**src/rtl/spi_pkg.sv**
```systemverilog
// Shared types and defaults for the SPI receive path.
// Word width and synchroniser depth defaults live here so every SPI block agrees.
package spi_pkg;

    localparam int SPI_WORD_W      = 8;
    localparam int SPI_SYNC_STAGES = 2;

    typedef enum logic [1:0] {
        RX_IDLE  = 2'b00,
        RX_SHIFT = 2'b01
    } rx_state_t;

endpackage

```
**src/rtl/spi_sync.sv**
```systemverilog
// N-stage single-bit synchroniser with a programmable reset level.
// Latency STAGES clk cycles; no flow control.
module spi_sync #(
    parameter int   STAGES  = 2,
    parameter logic RST_VAL = 1'b0
) (
    input  logic clk,
    input  logic rst,
    input  logic d,
    output logic q
);

    logic [STAGES-1:0] ff;

    always_ff @(posedge clk or negedge rst) begin
        if (!rst) ff <= {STAGES{RST_VAL}};
        else      ff <= {ff[STAGES-2:0], d};
    end

    assign q = ff[STAGES-1];

endmodule

```
**src/rtl/spi_slave_rx.sv**
```systemverilog
// Mode-0 SPI receiver: oversamples sclk/cs/mosi and deserialises MSB-first words; SYNC_STAGES+1 clk from final sclk rise to dout_valid.
// Backpressure: one output register; a word completing while dout is still held (no dout_ready) is dropped with an overrun pulse.
module spi_slave_rx #(
    parameter int DATA_W      = spi_pkg::SPI_WORD_W,
    parameter int SYNC_STAGES = spi_pkg::SPI_SYNC_STAGES
) (
    input  logic              clk,
    input  logic              rst,
    input  logic              sclk,
    input  logic              cs,
    input  logic              mosi,
    output logic [DATA_W-1:0] dout,
    output logic              dout_valid,
    input  logic              dout_ready,
    output logic              busy,
    output logic              overrun,
    output logic              frame_err
);

    import spi_pkg::*;

    localparam int               CNT_W = $clog2(DATA_W);
    localparam logic [CNT_W-1:0] LAST  = CNT_W'(DATA_W - 1);

    logic sclk_s, cs_s, mosi_s;
    logic sclk_d, sclk_rise;

    spi_sync #(.STAGES(SYNC_STAGES), .RST_VAL(1'b0)) u_sync_sclk (
        .clk(clk), .rst(rst), .d(sclk), .q(sclk_s));
    spi_sync #(.STAGES(SYNC_STAGES), .RST_VAL(1'b1)) u_sync_cs (
        .clk(clk), .rst(rst), .d(cs), .q(cs_s));
    spi_sync #(.STAGES(SYNC_STAGES), .RST_VAL(1'b0)) u_sync_mosi (
        .clk(clk), .rst(rst), .d(mosi), .q(mosi_s));

    assign sclk_rise = sclk_s & ~sclk_d;

    // The cs synchroniser resets to "deselected", so its output is only trusted
    // once real pin samples have flushed through; armed then waits for a genuine
    // cs-high so a frame already in flight at reset release is ignored.
    logic [SYNC_STAGES-1:0] warm;
    logic                   armed;

    rx_state_t         state, state_nxt;
    logic [DATA_W-1:0] shift_q, shift_nxt, word;
    logic [CNT_W-1:0]  cnt_q, cnt_nxt;
    logic              word_done, ferr_nxt;

    always_ff @(posedge clk or negedge rst) begin
        if (!rst) begin
            state   <= RX_IDLE;
            shift_q <= '0;
            cnt_q   <= '0;
            sclk_d  <= 1'b0;
            warm    <= '0;
            armed   <= 1'b0;
        end else begin
            state   <= state_nxt;
            shift_q <= shift_nxt;
            cnt_q   <= cnt_nxt;
            sclk_d  <= sclk_s;
            warm    <= {warm[SYNC_STAGES-2:0], 1'b1};
            armed   <= armed | (warm[SYNC_STAGES-1] & cs_s);
        end
    end

    always_comb begin
        state_nxt = state;
        shift_nxt = shift_q;
        cnt_nxt   = cnt_q;
        word_done = 1'b0;
        ferr_nxt  = 1'b0;
        word      = {shift_q[DATA_W-2:0], mosi_s};
        case (state)
            RX_IDLE: begin
                shift_nxt = '0;
                cnt_nxt   = '0;
                if (!cs_s && armed) state_nxt = RX_SHIFT;
            end
            RX_SHIFT: begin
                // cs deassertion takes priority over a coincident sclk edge
                if (cs_s) begin
                    ferr_nxt  = (cnt_q != '0);
                    state_nxt = RX_IDLE;
                    shift_nxt = '0;
                    cnt_nxt   = '0;
                end else if (sclk_rise) begin
                    shift_nxt = word;
                    if (cnt_q == LAST) begin
                        cnt_nxt   = '0;
                        word_done = 1'b1;
                    end else begin
                        cnt_nxt = cnt_q + 1'b1;
                    end
                end
            end
            default: state_nxt = RX_IDLE;
        endcase
    end

    always_ff @(posedge clk or negedge rst) begin
        if (!rst) begin
            dout       <= '0;
            dout_valid <= 1'b0;
            overrun    <= 1'b0;
            frame_err  <= 1'b0;
            busy       <= 1'b0;
        end else begin
            overrun   <= 1'b0;
            frame_err <= ferr_nxt;
            busy      <= ~cs_s;
            if (word_done) begin
                if (!dout_valid || dout_ready) begin
                    dout       <= word;
                    dout_valid <= 1'b1;
                end else begin
                    overrun <= 1'b1;
                end
            end else if (dout_valid && dout_ready) begin
                dout_valid <= 1'b0;
            end
        end
    end

endmodule

```
**config.mk**
```make
export PLATFORM = sky130hd
export DESIGN_NAME = spi_slave_rx
export DESIGN_NICKNAME = d
export VERILOG_FILES = /design/src/rtl/spi_pkg.sv /design/src/rtl/spi_sync.sv /design/src/rtl/spi_slave_rx.sv
export SDC_FILE = /design/constraint.sdc
export NUM_CORES = 1
export LEC_CHECK = 0
export BUFFER_PORTS_ARGS = -buffer_cell sky130_fd_sc_hd__buf_4
export CORE_AREA = 2 2 51 53
export DETAILED_ROUTE_END_ITERATION = 16
export DIE_AREA = 0 0 53 55
export PLACE_DENSITY_LB_ADDON = 0.12
export SLEW_MARGIN = 20
export SYNTH_ARGS = -nofsm -noshare
export SYNTH_HDL_FRONTEND = slang
export SYNTH_SLANG_ARGS = --single-unit
```
**constraint.sdc**
```tcl
create_clock -name clk -period 1.8 [get_ports clk]
set_clock_uncertainty 0.05 [all_clocks]
set_input_delay 0.18 -clock clk [delete_from_list [all_inputs] [get_ports clk]]
set_output_delay 0.18 -clock clk [all_outputs]
set_load 0.02 [all_outputs]
```
Word level (Yosys, flattened, before mapping)
Index checks and enable logic that the tools add are counted.
W data, S select, Z words.
{ "classes": {"muxes": 21, "bitwise_logic": 5, "add_sub_neg": 1, "eq_ne": 6, "reduce_logical": 13} }
{ "op_table": {"columns": ["operator", "count"], "rows": [
  ["$mux W7", 2],
  ["$pmux W7 S2", 1],
  ["$mux W1", 11],
  ["$mux W3", 3],
  ["$reduce_and A2 Y1", 4],
  ["$pmux W3 S2", 1],
  ["$mux W2", 2],
  ["$ne A2 B1 Y1 const B", 2],
  ["$pmux W2 S2", 1],
  ["$reduce_bool A2 Y1", 2],
  ["$add A3 B1 Y3 const B", 1],
  ["$eq A3 B3 Y1 const B", 1],
  ["$ne A3 B2 Y1 const B", 1],
  ["$reduce_bool A3 Y1", 1],
  ["$and A1 B1 Y1", 2],
  ["$eq A2 B1 Y1 const B", 1],
  ["$logic_and A1 B1 Y1", 2],
  ["$logic_not A1 Y1", 2],
  ["$logic_not A2 Y1", 1],
  ["$ne A2 B2 Y1 const B", 1],
  ["$not A1 Y1", 2],
  ["$logic_or A1 B1 Y1", 1],
  ["$or A1 B1 Y1", 1]
]} }
{ "totals": {"out_inout_bits": 12, "wordCells": 60, "input_bits": 6, "reg_bits": 34} }

Longest topological paths before layout
{ "depth": {"depth_word": 7, "depth_mapped": 5, "ltp_nobuf": 5} }

Cells and area by module
Synthesis repeated with hierarchy kept, for this count alone.
{ "hier_totals": {"hier_cells": 95, "area_unflattened_um2": 1202.4} }
{ "modules_own_cells": {"columns": ["module", "cells_each", "seq_area_each_um2", "area_per_inst_um2", "instances"], "rows": [
  ["spi_slave_rx", 89, 675.6, 1049.8, 1],
  ["spi_sync (u_sync_mosi ...)", 2, 50.0, 50.0, 2],
  ["spi_sync (u_sync_cs)", 2, 52.6, 52.6, 1]
]} }

Worst setup path after synthesis
No wires, ideal clock.
{ "synth_path": {"path_type": "reg2reg", "startpoint": "register cnt_q[0]", "endpoint": "register dout[0]", "stages_incl_launch_ff": 5, "setup_ns": 0.125, "required_time_ns": 1.625, "arrival_time_ns": 1.254, "period_less_slack_ns": 1.429, "n_path_buf": 0, "path_slack_ns": 0.371, "cell_sequence": "dfrtp_1 -> ha_1 -> ha_1 -> nand4_4 -> mux2_2"} }
{ "synth_via": {"elab_chain_cells": 6} }
{ "synth_rtl": {"columns": ["item", "line_no", "text"], "rows": [
  ["from (decl)", "spi_slave_rx.sv:45", "logic [CNT_W-1:0] cnt_q, cnt_nxt;"],
  ["from (signal assigned)", "spi_slave_rx.sv:59", "cnt_q <= cnt_nxt;"],
  ["$eq A3 B3 Y1", "spi_slave_rx.sv:88", "if (cnt_q == LAST) begin"],
  ["$mux W1", "spi_slave_rx.sv:88", null],
  ["$mux W1", "spi_slave_rx.sv:86", "end else if (sclk_rise) begin"],
  ["$mux W1", "spi_slave_rx.sv:81", "if (cs_s) begin"],
  ["$mux W1", "spi_slave_rx.sv:73", "case (state)"],
  ["$reduce_and A2 Y1 (no line)", null, null],
  ["to (signal assigned)", "spi_slave_rx.sv:113", "dout <= word;"],
  ["to (decl)", "spi_slave_rx.sv:12", "output logic [DATA_W-1:0] dout,"]
]} }
Every way passes these cells.
A chain may end at the register's enable or synchronous reset.

Worst setup path in the final report
{ "layout_path": {"startpoint": "register cnt_q[0]", "endpoint": "register dout[7]"} }
Same word-level chain as after synthesis.

==> flow_summary.toml <==
[outcome]
outcome = "finished clean"

[timing]
setup_violations = 0
fin_tns_setup_ns = 0
rsz0062_at_grt = "no"
fin_crit_ns = 1.51
layout_worst_path_cycle_share_pct = 84.2
final_layout_worst_hold_slack_ns = 0.146
finalMaxSlewViolations = 0
report.final.hold_viol_count = 0
fmax_mhz = 660

[clocking]
cts_buffer_depth = 2
cts_htree_levels = 2
post_cts_buffers = 0
clk_pin_slew_worst_setup_hold_paths_ns = 0.10
clkLatencyLatePin_ns = 0.33
tritoncts = "yes"
cts-root-buf = "clkbuf_4"
cts_made_buffers = 5
cts_num_sinks = 33

[placed_design]
globalplace.congestion = 0.775
post-dp-hpwl_um = 1190
dpl-instance-area_mm2 = 0.00137
placedCellCount = 141
numPortBuffers = 17

[die]
initial_core_util_pct = 51.0
floorplan.rows = 18
chipHeight_um = 55
ioPinCount = 18
coreArea_mm2 = 0.00236
die_width_um = 53
die_area_mm2 = 0.00292

[pwr]
peakVddDrop_mv = 0.625
power.leakage_nw = 0.718
report.power.total_w = 0.00122
cellPowerDensity_mw_per_mm2 = 830

[logic_synthesis]
synth_mux_area_share_pct = 8.31
netlist-cell-type-count = 18
gate_count_of_the_mapped_netlist = 95
ys.warnings.count = 0
yosys-top-cells-area = "dfrtp_1 (64%), mux2_2 (7.5%), nand2_1 (6.5%)"
syn-num-nets = 104
synth_largest_type_area_fraction_pct = 64.4
ys_async_rst_share_pct = 100
yosys.cell_count.top_type = "dfrtp_1"
synth_top_family_by_area = "simple AND/OR/NAND/NOR gates"
commonest_register_cell_after_synthesis = "dfrtp_1"
synth_top_cell_by_area = "dfrtp_1"
ys_ff_latch = 33
synth.cells.most_frequent = "dfrtp_1 (31), nand2_1 (21), a21oi_1 (10)"
avg_cell_area_syn_um2 = 12.7
post_synth_xor_area_fraction_pct = 0
synth-edff-count = 0
synth.yosys.seq_area_share_pct = 68.7
synthesized_area_fraction_occupied_by_and_or_nand_nor_cells_pct = 12.7
synthesized_area_mm2 = 0.00120
synth-compound-area-share_pct = 4.88
post_synth_fa_ha_maj_area_fraction_pct = 3.12

[global_routing]
grt_start_max_net_pins = 34
first_global_vias = 690
number_of_antenna_violations_at_the_first_check_in_global_routing = 0
globalRoute.totalOverflow = 0
grt_first_pass_wirelength_um = 3060
track_usage_pct = 15.9

[setup_path]
critical_path.endpoint_type = "register"
cp_max_fo = 8
critical_path_class = "reg -> reg"
critPathRequiredTime_ns = 1.97
timing.critical_path.from_type = "register"
worst-endpoint-arrival_ns = 1.68

[layout]
final_cells = 153
antennaDiodeCount = 0
layout_overhead_on_the_synthesized_area_pct = 21.5
nNetsFinal = 131
finalInstanceArea_mm2 = 0.00146
layout-drive-gt1-share_pct = 31.7
fillCellCount = 200

[drt]
vias = 744
antenna_left = 0
remaining_drc_errors = 0
postRouteWirelength_um = 1820
post_drt_wl_per_cell_um = 11.9
detailedRoute.firstIterationViolations = 6
avgViaCountPerCell = 4.86
detail_route.first_pass.iterations = 4

[worst_hold_path]
worst_hold_path_type = "in -> reg"

[flow_run]
total_of_max_cap_violations = 0
==> critical path, stage by stage (launching register included) <==
cell,delay [ns]
dfrtp_1,0.42
ha_1,0.21
ha_1,0.23
nand4_4,0.14
mux2_2,0.36
==> per-layer routing <==
layer  GRT usage [%]  vias up  wire [um]
met3            6.72        9         99
met5               0        -          0
met4            11.1        0         59
met1            18.9      352        789
li1                -      360          -
met2            23.3       23        872
==> cell families (layout without fill, tap and decap cells) <==
family,Yosys count,count (layout)
flops,33,33
simple gates,32,32
compound gates,11,11
mux,9,9
buf+inv,6,34
fa+ha+maj,3,3
other cells,1,1
==> final timing paths <==
path	slack, ns	cells after the start	startpoint	end
hold / removal	0.15	3	dout_ready	overrun
min in group asynchronous	0.26	2	rst	state[0]
setup reg to reg	0.29	4	cnt_q[0]	dout[7]
hold reg to reg	0.31	0	u_sync_sclk.ff[0]	u_sync_sclk.ff[1]
max in group asynchronous	1.10	2	rst	u_sync_cs.ff[0]
setup / recovery	0.29	4	cnt_q[0]	dout[7]
==> cell usage in the layout (no fill, tap or decap) <==
cell,synthesis,final
clkinvlp_4,0,1
mux2i_1,1,1
nand3_1,1,1
nand4_4,1,1
conb_1,1,1
and2b_1,1,1
dlygate4sd3_1,0,4
dfstp_2,2,2
clkbuf_4,0,5
buf_4,0,18
mux2_2,8,8
nand2b_1,2,2
nor2_1,5,5
dfrtp_1,31,31
a21o_2,1,1
nand2_1,21,21
ha_1,3,3
and2b_2,1,1
inv_1,4,4
clkinv_2,0,2
a21oi_1,10,10
==> final cells by class <==
type / count / area, um^2 / share of cell area [%]
clock buffer: 5 / 37.5 / 2.56
inverter: 4 / 15.0 / 1.03
timing repair buffer: 22 / 175 / 12.0
clock inverter: 3 / 17.5 / 1.20
tap: 30 / 37.5 / 2.56
multi-input combinational: 56 / 353 / 24.1
sequential: 33 / 828 / 56.6
==> power by group <==
group          switching [W]  internal, W  total [W]
Clock               0.000247     0.000147   0.000394
Sequential        0.00000713     0.000757   0.000764
Combinational      0.0000347    0.0000221  0.0000568
Total               0.000289     0.000926    0.00122
==> registers in the layout, summed over array words and instances, names as in the netlist <==
signal / flops
busy: 1
shift_q: 7
dout_valid: 1
warm: 2
armed: 1
state: 1
dout: 8
u_sync_cs.ff: 2
cnt_q: 3
u_sync_mosi.ff: 2
sclk_d: 1
frame_err: 1
overrun: 1
u_sync_sclk.ff: 2
==> per-stage QoR <==
| step | setup slack, ns | utilization (%) |
|---|---|---|
| 3_3_place_gp | 0.321 | 57.9 |
| 3_5_place_dp | 0.288 | 57.9 |
| 6_report | 0.285 | 61.9 |
| 4_1_cts | 0.274 | 61.9 |
| 2_1_floorplan | 0.371 | - |
| 5_1_grt | 0.237 | 61.9 |
==> what timing repair did <==
item / in CTS / in global routing
endpoints found under the setup margin: 0 / 0
hold buffers: 4 / 0
gates resized for setup: 0 / 0
endpoints found under the hold margin: 34 / 0
No activity file was read; power rests on OpenSTA's default activity.
